$ cat src/rtl/cla_seq_adder.sv
// Multi-cycle add/subtract built around a single 4-bit carry look-ahead
// slice. One nibble is processed per clock, LSB nibble first, with the
// carry held in a register between nibbles.
//
// state | meaning
// ------+------------------------------------------------------------
// IDLE  | waiting for an operation, in_ready=1
// RUN   | feeding nibble k through the cla, one nibble per clock
// DONE  | result held on sum/cout/ovf, out_valid=1 until out_ready

module cla (
   input  logic [3:0] A,
   input  logic [3:0] B,
   input  logic       Cin,
   output logic [3:0] Sum,
   output logic       Cout
);

   logic [3:0] g;
   logic [3:0] p;
   logic [4:0] c;

   // Generate/propagate terms and flattened look-ahead carries
   always_comb begin
      g    = A & B;
      p    = A ^ B;
      c[0] = Cin;
      c[1] = g[0] | (p[0] & Cin);
      c[2] = g[1] | (p[1] & g[0]) | (p[1] & p[0] & Cin);
      c[3] = g[2] | (p[2] & g[1]) | (p[2] & p[1] & g[0])
           | (p[2] & p[1] & p[0] & Cin);
      c[4] = g[3] | (p[3] & g[2]) | (p[3] & p[2] & g[1])
           | (p[3] & p[2] & p[1] & g[0]) | (p[3] & p[2] & p[1] & p[0] & Cin);
      Sum  = p ^ c[3:0];
      Cout = c[4];
   end

endmodule

module cla_seq_adder #(
   parameter int WIDTH = 16
) (
   input  logic             clk,
   input  logic             rst_n,
   input  logic             in_valid,
   output logic             in_ready,
   input  logic [WIDTH-1:0] a,
   input  logic [WIDTH-1:0] b,
   input  logic             cin,
   input  logic             sub,
   output logic             out_valid,
   input  logic             out_ready,
   output logic [WIDTH-1:0] sum,
   output logic             cout,
   output logic             ovf
);

   localparam int NIB = WIDTH / 4;
   localparam int CW  = (NIB > 1) ? $clog2(NIB) : 1;
   localparam logic [CW-1:0] LAST = CW'(NIB - 1);

   typedef enum logic [1:0] {IDLE, RUN, DONE} state_t;

   state_t           state;
   logic [WIDTH-1:0] a_reg;
   logic [WIDTH-1:0] b_reg;
   logic             carry;
   logic [CW-1:0]    k;
   logic [3:0]       a_nib;
   logic [3:0]       b_nib;
   logic [3:0]       nib_sum;
   logic             nib_cout;

   assign in_ready  = (state == IDLE);
   assign out_valid = (state == DONE);

   // Select the operand nibbles for the current step
   always_comb begin
      a_nib = a_reg[4*k +: 4];
      b_nib = b_reg[4*k +: 4];
   end

   cla u_cla (
      .A    (a_nib),
      .B    (b_nib),
      .Cin  (carry),
      .Sum  (nib_sum),
      .Cout (nib_cout)
   );

   // Sequencer: capture operands, step nibbles, hold result until taken
   always_ff @(posedge clk or negedge rst_n) begin
      if (!rst_n) begin
         state <= IDLE;
         a_reg <= '0;
         b_reg <= '0;
         carry <= 1'b0;
         k     <= '0;
         sum   <= '0;
         cout  <= 1'b0;
         ovf   <= 1'b0;
      end else begin
         case (state)
            IDLE: begin
               if (in_valid) begin
                  // subtraction is a + ~b + 1, so invert b and force carry-in
                  a_reg <= a;
                  b_reg <= sub ? ~b : b;
                  carry <= sub ? 1'b1 : cin;
                  k     <= '0;
                  state <= RUN;
               end
            end
            RUN: begin
               sum[4*k +: 4] <= nib_sum;
               carry         <= nib_cout;
               k             <= k + 1'b1;
               if (k == LAST) begin
                  cout  <= nib_cout;
                  ovf   <= (a_reg[WIDTH-1] == b_reg[WIDTH-1]) &&
                           (nib_sum[3] != a_reg[WIDTH-1]);
                  state <= DONE;
               end
            end
            DONE: begin
               if (out_ready) state <= IDLE;
            end
            default: state <= IDLE;
         endcase
      end
   end

endmodule

$ cat config.mk
export PLATFORM = sky130hd
export DESIGN_NAME = cla_seq_adder
export DESIGN_NICKNAME = d
export VERILOG_FILES = /design/src/rtl/cla_seq_adder.sv
export SDC_FILE = /design/constraint.sdc
export NUM_CORES = 1
export LEC_CHECK = 0
export BUFFER_PORTS_ARGS = -buffer_cell sky130_fd_sc_hd__buf_2
export CELL_PAD_IN_SITES_DETAIL_PLACEMENT = 0
export CELL_PAD_IN_SITES_GLOBAL_PLACEMENT = 1
export CORE_MARGIN = 1
export CORE_UTILIZATION = 35
export CTS_CLUSTER_DIAMETER = 120
export DETAILED_ROUTE_END_ITERATION = 10
export GPL_TIMING_DRIVEN = 0
export PLACE_DENSITY = 0.68
export SLEW_MARGIN = 20
export SYNTH_ARGS = -nofsm -noshare
export SYNTH_HDL_FRONTEND = slang
export SYNTH_HIERARCHICAL = 1
export SYNTH_SLANG_ARGS = --single-unit
$ cat constraint.sdc
create_clock -name clk -period 3.7 [get_ports clk]
set_clock_uncertainty 0.1 [all_clocks]
set_input_delay 0.37 -clock clk [delete_from_list [all_inputs] [get_ports clk]]
set_output_delay 0.37 -clock clk [all_outputs]
set_load 0.05 [all_outputs]
==> flow_summary.yaml <==
status:
  status: "finished with violations"
  violations: "hold timing"
route:
  routed_wl_um: 5860
  vias_per_cell: 4.71
  drc_errors: 0
  avgRoutedWirePerCell_um: 13.8
  drt_first_iter_violations: 120
  postRouteAntennaNets: 0
  drt_pass1_iterations: 4
  vias: 2006
timing:
  hold_violations: 11
  worstMarginPinSlew_ps: 703
  timing.hold.ws_ps: -14.2
  finalCritPeriodShare: 0.875
  period_needed_ps: 3240
  rsz0062_at_grt: "no"
  setup_viol: 0
  relSlewSlack: 0.531
  setup_tns_ps: 0
  report.final.slew_viol_count: 0
  timing.fmax_mhz: 309
layout:
  nNetsFinal: 371
  layout_commonest_cell: "nand2_1"
  fill_cells: 805
  drive_above_1_share: 0.324
  final_cell_area_um2: 3330
  antenna_cells: 0
  layout_common_cells: "nand2_1 (83), buf_2 (58), dfrtp_1 (55)"
  layout.cells.non_filler: 426
  area_growth_pct: 17.3
placed_design:
  portBuffers: 56
  place.gp.congestion: 0.727
  place_inst: 418
  hpwl_um: 4260
  dpl_cell_area_um2: 3250
run:
  max_cap_violations: 0
worst_setup_path:
  critPathKind: "reg2reg"
  critPathCaptureType: "register"
  start_kind: "register"
  crit_path_max_fanout: 10
  cp.arrival_ps: 3310
  startpoint: "k[0]"
  worstPathRequired_ps: 3770
  worstReg2RegStart: "k[0]"
cts:
  insertion_delay_ps: 310
  cts_hold_buf: 0
  clkTransAtPathRegs_ps: 100
  cts_tree: "yes"
  ctsResizeCount: 0
  clock_sinks: 55
  cts_buffer_depth: 2
  cts_buffers: 5
  cts_root_buffer: "clkbuf_8"
  post_cts_buffers: 0
  htreeDepth: 2
power_and_ir_drop:
  comb_power_share: 0.588
  p_sw_frac: 0.472
  seqPwrFrac: 0.311
  peakVddDrop_mv: 0.323
  power.leakage_nw: 1.66
  power.switching_w: 0.00154
  power_density_nw_per_um2: 975
  p_int_w: 0.00171
  clockPowerShare: 0.101
  power.total_w: 0.00325
global_route:
  grt_pass1_vias: 2010
  overflow: 0
  grt_util_all_layers: 0.155
  grt_max_degree: 56
  antenna_found_initial: 0
  grt_pass1_wl_um: 10100
die:
  start_util: 0.364
  core_um2: 7810
  dieHeight_um: 92.1
  die-area_um2: 8490
  boundaryPins: 58
  num_rows: 32
  die_w_um: 92.1
synth:
  ys_ff_latch: 55
  synth_area_um2: 2840
  syn-num-nets: 308
  synth_edf_count: 0
  yosysWarnings: 6
  syn_avg_cell_area_um2: 10.9
  synth_cells: 260
  ys_seq_area_frac: 0.484
  async_reset_ff_frac: 1.00
  synth_ff_type: "dfrtp_1"
  synth_cell_types: 37
hold_path:
  holdCritPathClass: "in2async"
==> synthesized netlist by cell type, drive strengths merged, types with 2 or more instances <==
| master | n | area, um^2 |
|---|---|---|
| a21o | 3 | 22.5 |
| a21oi | 2 | 10.0 |
| a22o | 8 | 70.1 |
| buf | 12 | 125 |
| dfrtp | 55 | 1380 |
| ha | 9 | 113 |
| inv | 7 | 26.3 |
| mux4 | 8 | 180 |
| nand2 | 83 | 312 |
| nand2b | 2 | 12.5 |
| nand3 | 3 | 20.0 |
| nand3b | 4 | 30.0 |
| nor2 | 2 | 7.51 |
| nor4b | 2 | 38.8 |
| o21ai | 29 | 205 |
| xnor2 | 18 | 158 |
==> path summary, 6_finish.rpt <==
check | to | slack, ps | cells past startpoint
setup / recovery | ovf | 460 | 9
setup reg to reg | ovf | 460 | 9
hold reg to reg | a_reg[5] | 380 | 2
min in group clk | state[1] | 140 | 2
max in group asynchronous | k[0] | 3030 | 1
hold / removal | sum[7] | -10 | 1
==> worst max-delay path, cell delays in order, from the launching register on <==
cell and delay, ps:
dfrtp_1 580, buf_6 240, mux4_2 570, ha_1 310, a21o_1 190, a31o_1 240, xor2_1 440, and3b_1 240
a21oi_1 110, o21ai_0 80
==> per-layer routing <==
metal | GRT usage | vias to the layer above | routed length, um
li1 | - | 1005 | -
met1 | 0.218 | 933 | 2780
met2 | 0.242 | 63 | 2720
met3 | 0.0307 | 5 | 309
met4 | 0.0430 | 0 | 58
met5 | 0 | - | 0
==> power groups by stage <==
| stage | Combinational [W] | Sequential, W | Clock (W) |
|---|---|---|---|
| finish | 0.00191 | 0.00101 | 0.000329 |
| global route | 0.00215 | 0.00105 | 0.000366 |
| CTS | 0.00195 | 0.00101 | 0.000336 |
| detailed placement | 0.00195 | 0.00103 | 0 |
| global placement | 0.00191 | 0.00102 | 0 |
| floorplan | 0.00127 | 0.00122 | 0 |
==> cells by family (layout without fill, tap and decap cells) <==
group           after synthesis  in the layout  synth area share
simple gates                103            103             0.175
mux                           9              9            0.0673
fa+ha+maj                    10             10            0.0467
compound gates               44             44             0.114
xor+xnor                     19             19            0.0585
buf+inv                      20             84            0.0546
flops                        55             55             0.484
==> final cells by class <==
cell class	count	area, um^2	share of cell area
Clock buffer	7	76.3	0.0229
Multi-Input combinational cell	185	1310	0.393
Clock inverter	1	5.00	0.00150
Tap cell	102	128	0.0383
Buffer	13	129	0.0386
Timing Repair Buffer	56	283	0.0848
Inverter	7	26.3	0.00788
Sequential cell	55	1380	0.413
==> through the flow <==
stage,worst slack (ps),utilization
after global placement,447,0.416
after floorplan,898,-
after global routing,212,0.427
after detailed placement,409,0.417
final,462,0.427
after CTS,398,0.427
No activity file was read; power rests on OpenSTA's default activity.
